`src/rtl/axis_width_upsizer.sv`:
```
// Packs RATIO narrow AXIS beats into one wide beat. The first beat lands in lane 0.
// The wide beat is valid 1 cycle after the last narrow beat is taken. Input stalls only when the last lane is pending behind a stalled output.
module axis_width_upsizer #(
  parameter int IN_WIDTH = 32,
  parameter int RATIO    = 4
) (
  input  logic                          axis_clk,
  input  logic                          axis_rst_n,
  input  logic                          s_axis_tvalid,
  output logic                          s_axis_tready,
  input  logic [IN_WIDTH-1:0]           s_axis_tdata,
  output logic                          m_axis_tvalid,
  input  logic                          m_axis_tready,
  output logic [IN_WIDTH*RATIO-1:0]     m_axis_tdata,
  output logic [$clog2(RATIO)-1:0]      lane_cnt
);

  localparam int OUT_WIDTH = IN_WIDTH * RATIO;
  localparam int CNT_W     = $clog2(RATIO);
  localparam logic [CNT_W-1:0] CNT_LAST = CNT_W'(RATIO - 1);

  logic [CNT_W-1:0]               cnt;
  logic [RATIO-2:0][IN_WIDTH-1:0] acc;
  logic [OUT_WIDTH-1:0]           out_dat;
  logic                           out_vld;
  logic                           rdy_en;
  logic                           cnt_last;
  logic                           in_hs;
  logic                           load;
  logic                           drain;

  // Only the final lane needs the output register free; earlier lanes go to the accumulator.
  assign cnt_last      = (cnt == CNT_LAST);
  assign s_axis_tready = rdy_en && (!cnt_last || !out_vld || m_axis_tready);
  assign in_hs         = s_axis_tvalid && s_axis_tready;
  assign load          = in_hs && cnt_last;
  assign drain         = out_vld && m_axis_tready;

  // Holds off input acceptance until the first edge after reset release.
  always_ff @(posedge axis_clk or negedge axis_rst_n) begin
    if (!axis_rst_n) begin
      rdy_en <= 1'b0;
    end else begin
      rdy_en <= 1'b1;
    end
  end

  always_ff @(posedge axis_clk or negedge axis_rst_n) begin
    if (!axis_rst_n) begin
      cnt <= '0;
    end else if (in_hs) begin
      cnt <= cnt_last ? '0 : cnt + CNT_W'(1);
    end
  end

  // Lanes are not cleared on wrap; every lane is rewritten before the next load uses it.
  always_ff @(posedge axis_clk or negedge axis_rst_n) begin
    if (!axis_rst_n) begin
      acc <= '0;
    end else begin
      for (int k = 0; k < RATIO - 1; k++) begin
        if (in_hs && !cnt_last && (cnt == CNT_W'(k))) begin
          acc[k] <= s_axis_tdata;
        end
      end
    end
  end

  // A load overrides a drain, so back-to-back wide beats keep tvalid high.
  always_ff @(posedge axis_clk or negedge axis_rst_n) begin
    if (!axis_rst_n) begin
      out_dat <= '0;
      out_vld <= 1'b0;
    end else if (load) begin
      out_dat <= {s_axis_tdata, acc};
      out_vld <= 1'b1;
    end else if (drain) begin
      out_vld <= 1'b0;
    end
  end

  assign m_axis_tvalid = out_vld;
  assign m_axis_tdata  = out_dat;
  assign lane_cnt      = cnt;

endmodule

```
`config.mk`:
```
export PLATFORM = sky130hd
export DESIGN_NAME = axis_width_upsizer
export DESIGN_NICKNAME = d
export VERILOG_FILES = /design/src/rtl/axis_width_upsizer.sv
export SDC_FILE = /design/constraint.sdc
export NUM_CORES = 1
export LEC_CHECK = 0
export CORE_ASPECT_RATIO = 1.25
export CORE_MARGIN = 1
export CORE_UTILIZATION = 40
export DETAILED_ROUTE_END_ITERATION = 10
export SETUP_SLACK_MARGIN = 0.05
export SLEW_MARGIN = 30
export SYNTH_ARGS = -nofsm -noshare
export SYNTH_HDL_FRONTEND = slang
export SYNTH_SLANG_ARGS = --single-unit
```
`constraint.sdc`:
```
create_clock -name axis_clk -period 1.7 [get_ports axis_clk]
set_input_delay 0.17 -clock axis_clk [delete_from_list [all_inputs] [get_ports axis_clk]]
set_output_delay 0.17 -clock axis_clk [all_outputs]
set_load 0.02 [all_outputs]
```
## Word level (Yosys, flattened, before mapping)

Index checks and enable logic that the tools add are counted.

- Add/sub/neg operators: 1
- $mul: 0
- Divide/modulo/power cells: 0
- Magnitude comparators: 0
- Eq/ne operators: 3
- Shift-type cells: 0
- Mux-type cells: 3
- Bitwise logic cells: 0
- Reduce and logical (&&, ||, !) cells: 14

Operators with widths:

| operator | count |
|---|---|
| logical AND 1 bit | 8 |
| equality test 2 bit, second input constant | 2 |
| adder 2 x 1 -> 2 bit, second input constant | 1 |
| equality test 2 x 1 -> 1 bit, second input constant | 1 |
| logical NOT 1 bit | 2 |
| logical NOT 2 bit | 1 |
| logical OR 1 bit | 2 |
| 2-to-1 mux 1 bit | 2 |
| 2-to-1 mux 2 bit | 1 |
| nonzero test 2 bit | 1 |

- Register bits after elaboration: 228
- Bits in latches: 0
- RAM bits: 0
- ROM bits: 0
- Input bits: 36
- Output and inout bits: 132
- Logic and storage cells: 28
- Memories kept: 0

## Longest topological paths before layout

Gate-level depths: netlist of the first run.

- Word-level depth: 8
- Depth in mapped cells: 5

## Worst setup path before layout of the first run

No wires, ideal clock.

- Kind: register to register
- Start: reg cnt[1] (netlist: lane_cnt[1])
- End: reg acc[10] (netlist name)
- Library setup time: 125 ps
- Data arrival time: 1,615 ps
- Data required time: 1,575 ps
- Path slack: -40 ps
- Cell stages (with the launch flop): 6
- Period minus slack after synthesis: 1,740 ps
- Path through: dfrtp_1 -> ha_1 -> and3b_1 -> nand2_1 -> buf_2 -> mux2_2

- Word-level cells in the longest chain between the ends: 8

Ends and longest elaborated chain:

| element | line | text |
|---|---|---|
| start: declaration | 22 | `logic [CNT_W-1:0] cnt;` |
| start signal: assignment | 52 | `cnt <= cnt_last ? '0 : cnt + CNT_W'(1);` |
| equality test 2 bit | 33 | `assign cnt_last = (cnt == CNT_LAST);` |
| logical NOT 1 bit | 34, 62 |  |
| logical OR 1 bit (2 in a row) | 34 | `assign s_axis_tready = rdy_en && (!cnt_last \|\| !out_vld \|\| m_axis_tready);` |
| logical AND 1 bit | 34 |  |
| logical AND 1 bit | 35 | `assign in_hs = s_axis_tvalid && s_axis_tready;` |
| logical AND 1 bit | 62 | `if (in_hs && !cnt_last && (cnt == CNT_W'(k))) begin` |
| logical AND 1 bit (*) | 62 |  |
| end signal: indexed assignment | 63 | `acc[k] <= s_axis_tdata;` |
| end: declaration | 23 | `logic [RATIO-2:0][IN_WIDTH-1:0] acc;` |

Mark *: on every way between the ends. The rest lies on a longest branch, timed or not.
A chain may end at the register's enable or synchronous reset.

## Final worst setup path of the first run

- Start: reg cnt[1] (netlist: lane_cnt[1])
- End: reg acc[64] (netlist name)

Same word-level chain as after synthesis.

==> results.cfg, run 1 <==
[route]
drc = 0
wl_mm = 17.7
postRouteAntennaNets = 0
firstDrtPassIters = 4
drt-wirelength-per-cell_um = 18.0
vias = 4789
drtIter0Drc = 109
viasPerCell = 4.86

[timing]
grt_setup_unrepaired = true
period_needed_ps = 1630
worst_slew_margin_rel_pct = 64.0
whs_ps = 210
setup_slack_ps = 67.5
final_max_slew_viol_count = 0
min_period_over_period_pct = 96.0
setup_viol = 0
finalSetupTns_ps = 0
finClkSkew_ps = 8.54
worst_slew_pin_slew_ps = 540
fmax_mhz = 613
hold_viol = 0

[grt]
grt_overflow = 0
antenna_found_initial = 0
grt_pass1_vias = 5083
track_usage_pct = 16.3
grt_max_degree = 64
grt_pass1_wl_mm = 27.8

[setup_path]
timing.rr.start = lane_cnt[1]
critPathCaptureType = register
worst-setup-path-type = reg -> reg
crit_arrival_ps = 2020
critPathLaunch = lane_cnt[1]
cp_max_fo = 9
cp-start-kind = register
worstPathRequired_ps = 2090

[yosys]
ys_seq_area_share_pct = 67.0
synth_xor_area_share_pct = 0
synth-simple-area-share_pct = 0.588
synth-compound-area-share_pct = 0.206
ys_seq_elements = 228
muxShareOfSynthArea_pct = 29.8
yosysWarnings = 0
syn_area_um2 = 8510
synth_top_family_by_area = multiplexers
syn_nets = 536
post_synth.cell_area_avg_um2 = 17.2
ys_types = 15
synthCells = 496
synth_adder_area_share_pct = 0.588

[place]
preCtsSetupSlack_ps = -105
place_congestion = 0.707
placed_cells = 940
port_buffers = 167
hpwl_mm = 11.8

[run]
drv_cap = 0

[floorplanning]
initial_core_util_pct = 40.9
row_count = 59
die_y_um = 165
coreArea_um2 = 20800
pin_count = 168
die_x_um = 132
dieArea_um2 = 21900

[power_and_ir_drop]
p_leak_nw = 6.00
p_per_area_nw_per_um2 = 1920
peakVddDrop_mv = 1.09
total_power_w = 0.0224

[finish]
finalNonFillerCells = 986
fin_nets = 735
drive_gt1_share_pct = 42.0
fillCellCount = 1742
diodes = 0
syn2layout_area_growth_pct = 37.3

[clock_network]
cts_buffers = 24
worstSkewPairLatency_ps = 500
cts_tree = built
clockRootBuffer = clkbuf_16
htreeDepth = 1
cts.sink_count = 228
cts_max_path_buffers = 3
path_clk_slew_ps = 60

[worst_hold_path]
hp-class = in -> async

[outcome]
outcome = complete, no violations
## cell families after synthesis
family | Yosys count
other | 1
and+or+nand+nor | 10
adders and majority gates | 4
AOI/OAI and AO/OA | 3
DFF | 228
buffers and inverters | 25
muxes | 225
## synth_stat cells
| cell | count | area [um2] |
|---|---|---|
| nand2_1 | 6 | 22.5 |
| buf_2 | 12 | 60.1 |
| dfrtp_1 | 228 | 5710 |
| ha_1 | 4 | 50.1 |
| buf_4 | 11 | 82.6 |
| inv_1 | 2 | 7.51 |
| a21boi_0 | 1 | 7.51 |
| conb_1 | 1 | 3.75 |
| mux2_2 | 225 | 2530 |
| nand4_1 | 1 | 6.26 |
| and3b_1 | 1 | 8.76 |
| nor2b_1 | 1 | 6.26 |
| nand2b_1 | 1 | 6.26 |
| o21ai_0 | 1 | 5.00 |
| a21oi_1 | 1 | 5.00 |
## cells in the final DEF, fill, tap and decap left out, types with 2 or more instances in the layout
cell type	instances
dfrtp_1	226
mux2_2	224
dlygate4sd2_1	72
dlymetal6s2s_1	54
clkdlybuf4s50_1	39
clkbuf_16	25
buf_12	15
buf_4	11
clkbuf_1	6
clkbuf_8	5
clkinv_2	5
nand2_1	3
ha_1	3
inv_1	2
nand2_2	2
dfrtp_2	2
buf_6	2
## power breakdown
group / internal, W / switching, W
Combinational: 0.00423 / 0.00376
Clock: 0.00306 / 0.00202
Sequential: 0.00808 / 0.00129
## worst max-delay path: stages (launching register included)
cell	delay, ps
dfrtp_2	420
ha_4	180
and3b_2	300
nand2_2	140
buf_6	180
mux2_2	280
## sequential cells by signal, summed over array words and instances, names as in the netlist
signal / count
acc: 96
m_axis_tdata: 128
lane_cnt: 2
rdy_en: 1
m_axis_tvalid: 1
## area by class of cell
type	instances	area [um2]	share of cell area, %
Inverter	2	7.51	0.0643
Multi-Input combinational cell	243	2690	23.0
Tap cell	274	343	2.93
Sequential cell	228	5710	48.9
Clock buffer	36	717	6.14
Timing Repair Buffer	196	2150	18.4
Clock inverter	7	66.3	0.568
## worst paths after layout
check                              endpoint  slack (ps)  depth (start not counted)
setup / recovery                    acc[64]          70                          5
hold / removal             m_axis_tdata[15]         210                          2
setup reg to reg                    acc[64]          70                          5
hold reg to reg            m_axis_tdata[57]         500                          1
max in group asynchronous           acc[63]         810                          3
min in group axis_clk         m_axis_tvalid         340                          3
## routing by layer
| metal | wire length, um | track usage (%) | up-vias |
|---|---|---|---|
| li1 | - | - | 2160 |
| met1 | 7150 | 19.8 | 2498 |
| met2 | 9430 | 29.8 | 108 |
| met3 | 839 | 3.08 | 23 |
| met4 | 314 | 4.44 | 0 |
| met5 | 0 | 0 | - |
## timing repair
action                     in CTS  in global routing
resized for setup              85                 56
buffers inserted                1                  1
hold buffers                    1                  0
setup endpoints to repair     225                105
pin swaps                       2                  0
cloned                          1                  0
hold endpoints to repair       56                  0
## per-stage QoR
stage / util, % / cell area [um2]
final: 56.1 / 11700
after global routing: 56.1 / 11700
after CTS: 55.4 / 11500
after detailed placement: 51.8 / 10800
after global placement: 51.8 / 10800
after floorplan: - / 8510
No activity file was read; power rests on OpenSTA's default activity.
==> run 2, diff against run 1 <==
CELL_PAD_IN_SITES_DETAIL_PLACEMENT = 1   (was unset)
CELL_PAD_IN_SITES_GLOBAL_PLACEMENT = 1   (was unset)
PLACE_DENSITY_LB_ADDON = 0.1   (was unset)
==> run 2 against run 1 <==
Cell count shrank 0.30%. Clock-buffer cell count fell by 6. Register-to-register slack lost 30 ps. Routed wire length grew 8.6%. Sequential share of layout area rose by 0.90 points. Combinational power is 2% lower. First-iteration DRC count grew 32%. Non-clock buffer count is 1 higher. Critical path type unchanged.
==> results.cfg, run 2 (same netlist as run 1, synthesis figures left out) <==
[finish]
layout_common_cells = dfrtp_1, mux2_2, dlygate4sd2_1
drive_gt1_share_pct = 42.1
regArea_um2 = 5710
multiInputGateArea_um2 = 2700
fin_nets = 735
fillCellCount = 1997
final_common_cell = dfrtp_1
largest_reg_flops = 128
syn2layout_area_growth_pct = 34.8
finalNonFillerCells = 983

[setup_path]
crit_arrival_ps = 2060
r2r_end = acc[37]
cp_max_fo = 9
timing.rr.start = lane_cnt[0]
worst-setup-path-type = reg -> reg
r2r_cells = 5
critPathCaptureType = register
worstPathRequired_ps = 2090
slowest_stage = dfrtp_2
cp_cell_sequence = ha_4 -> and3b_2 -> nand2_4 -> clkbuf_16 -> mux2_2
critical-path-max-stage-delay_ps = 430
cp-start-kind = register
r2r_setup_slack_ps = 40

[clock_network]
cts_max_path_buffers = 3
cts_buffers = 23
clockRootBuffer = clkbuf_16
worstSkewPairLatency_ps = 510
htreeDepth = 1
path_clk_slew_ps = 60
cts_setup_buffers = 0
cts.sink_count = 228
cts_tree = built

[route]
firstDrtPassIters = 4
wl_mm = 19.3
drc = 0
drtIter0Drc = 144
postRouteAntennaNets = 0
viasPerCell = 4.90
vias = 4817
drt-wirelength-per-cell_um = 19.6

[timing]
final_max_slew_viol_count = 0
finClkSkew_ps = 6.37
fmax_mhz = 601
min_period_over_period_pct = 97.9
grt_setup_unrepaired = true
period_needed_ps = 1660
hold_viol = 0
setup_viol = 0

[floorplanning]
pin_count = 168
coreArea_um2 = 20800
dieArea_um2 = 21900
die_y_um = 165
die_x_um = 132
row_count = 59
initial_core_util_pct = 40.9

[power_and_ir_drop]
total_power_w = 0.0220
peakVddDrop_mv = 1.10
p_per_area_nw_per_um2 = 1920
p_leak_nw = 5.60

[worst_hold_path]
hp-class = in -> async

[place]
placed_cells = 940
hpwl_mm = 12.9
port_buffers = 167
place_congestion = 0.716

[grt]
antenna_found_initial = 1
grt_pass1_wl_mm = 30.5
grt_max_degree = 53
track_usage_pct = 17.9
grt_pass1_vias = 5506
grt_overflow = 0

[outcome]
outcome = complete, no violations

[run]
drv_cap = 0
## run 2: changes by cell type in the layout (fill, tap and decap cells not counted), sizes merged
cell           previous run  this run
buf                      30        29
clkinv                    5         6
dlymetal6s2s             54        12
diode                     0         1
clkbuf                   36        32
dlygate4sd2              72       119
clkdlybuf4s50            39        34
## run 2: report_power, final
group | switching [W] | internal, W | total, W
clock network | 0.00200 | 0.00275 | 0.00475
registers | 0.00133 | 0.00808 | 0.00941
logic | 0.00389 | 0.00396 | 0.00785
## run 2: timing repair
| item | 4_1_cts | 5_1_grt |
|---|---|---|
| setup endpoints to repair | 216 | 91 |
| gates cloned | 0 | 3 |
| hold buffers | 1 | 0 |
| pin swaps | 1 | 3 |
| endpoints found under the hold margin | 228 | 0 |
| gates resized for setup | 124 | 16 |
## run 2: through the flow
step / util (%) / instance area, um2 / TNS, ps / setup slack (ps) / hold slack (ps)
5_1_grt: 55.1 / 11500 / 0 / 3.91 / 154
2_1_floorplan: - / 8510 / 0 / 41.5 / -126
4_1_cts: 54.5 / 11400 / 0 / 36.5 / 147
3_3_place_gp: 51.8 / 10800 / -2070 / -41.3 / 85.8
6_report: 55.1 / 11500 / 0 / 35.6 / 138
3_5_place_dp: 51.8 / 10800 / -5390 / -85.6 / 92.1
## run 2: layout make-up
cell class	count	area share, %
clock buffers	30	5.51
multi-input cells	243	23.5
inverters	2	0.0655
clock inverters	8	0.600
repair buffers	197	17.6
well taps	274	2.99
flip-flops and latches	228	49.8
diodes	1	0.0218
## run 2: critical path, delay by kind of cell, from the launching register on
family / cells / cell delay [ps]
AND/OR/NAND/NOR: 2 / 460
flip-flops: 1 / 430
multiplexers: 1 / 280
buffers and inverters: 1 / 200
adder cells (fa/ha/maj): 1 / 180
## run 2: worst max-delay path by stage
stage                        from                to  depth (start not counted)
finish                lane_cnt[0]           acc[37]                          5
global route          lane_cnt[1]           acc[87]                          5
CTS                   lane_cnt[1]           acc[74]                          5
detailed placement  m_axis_tready  m_axis_tdata[24]                          6
global placement    m_axis_tready  m_axis_tdata[56]                          6
floorplan             lane_cnt[1]           acc[10]                          5
## run 2: per-layer routing
metal	wire length, um	global-route usage [%]
met1	7810	21.7
met2	9870	31.1
met3	1190	4.91
met4	384	5.59
met5	0	0
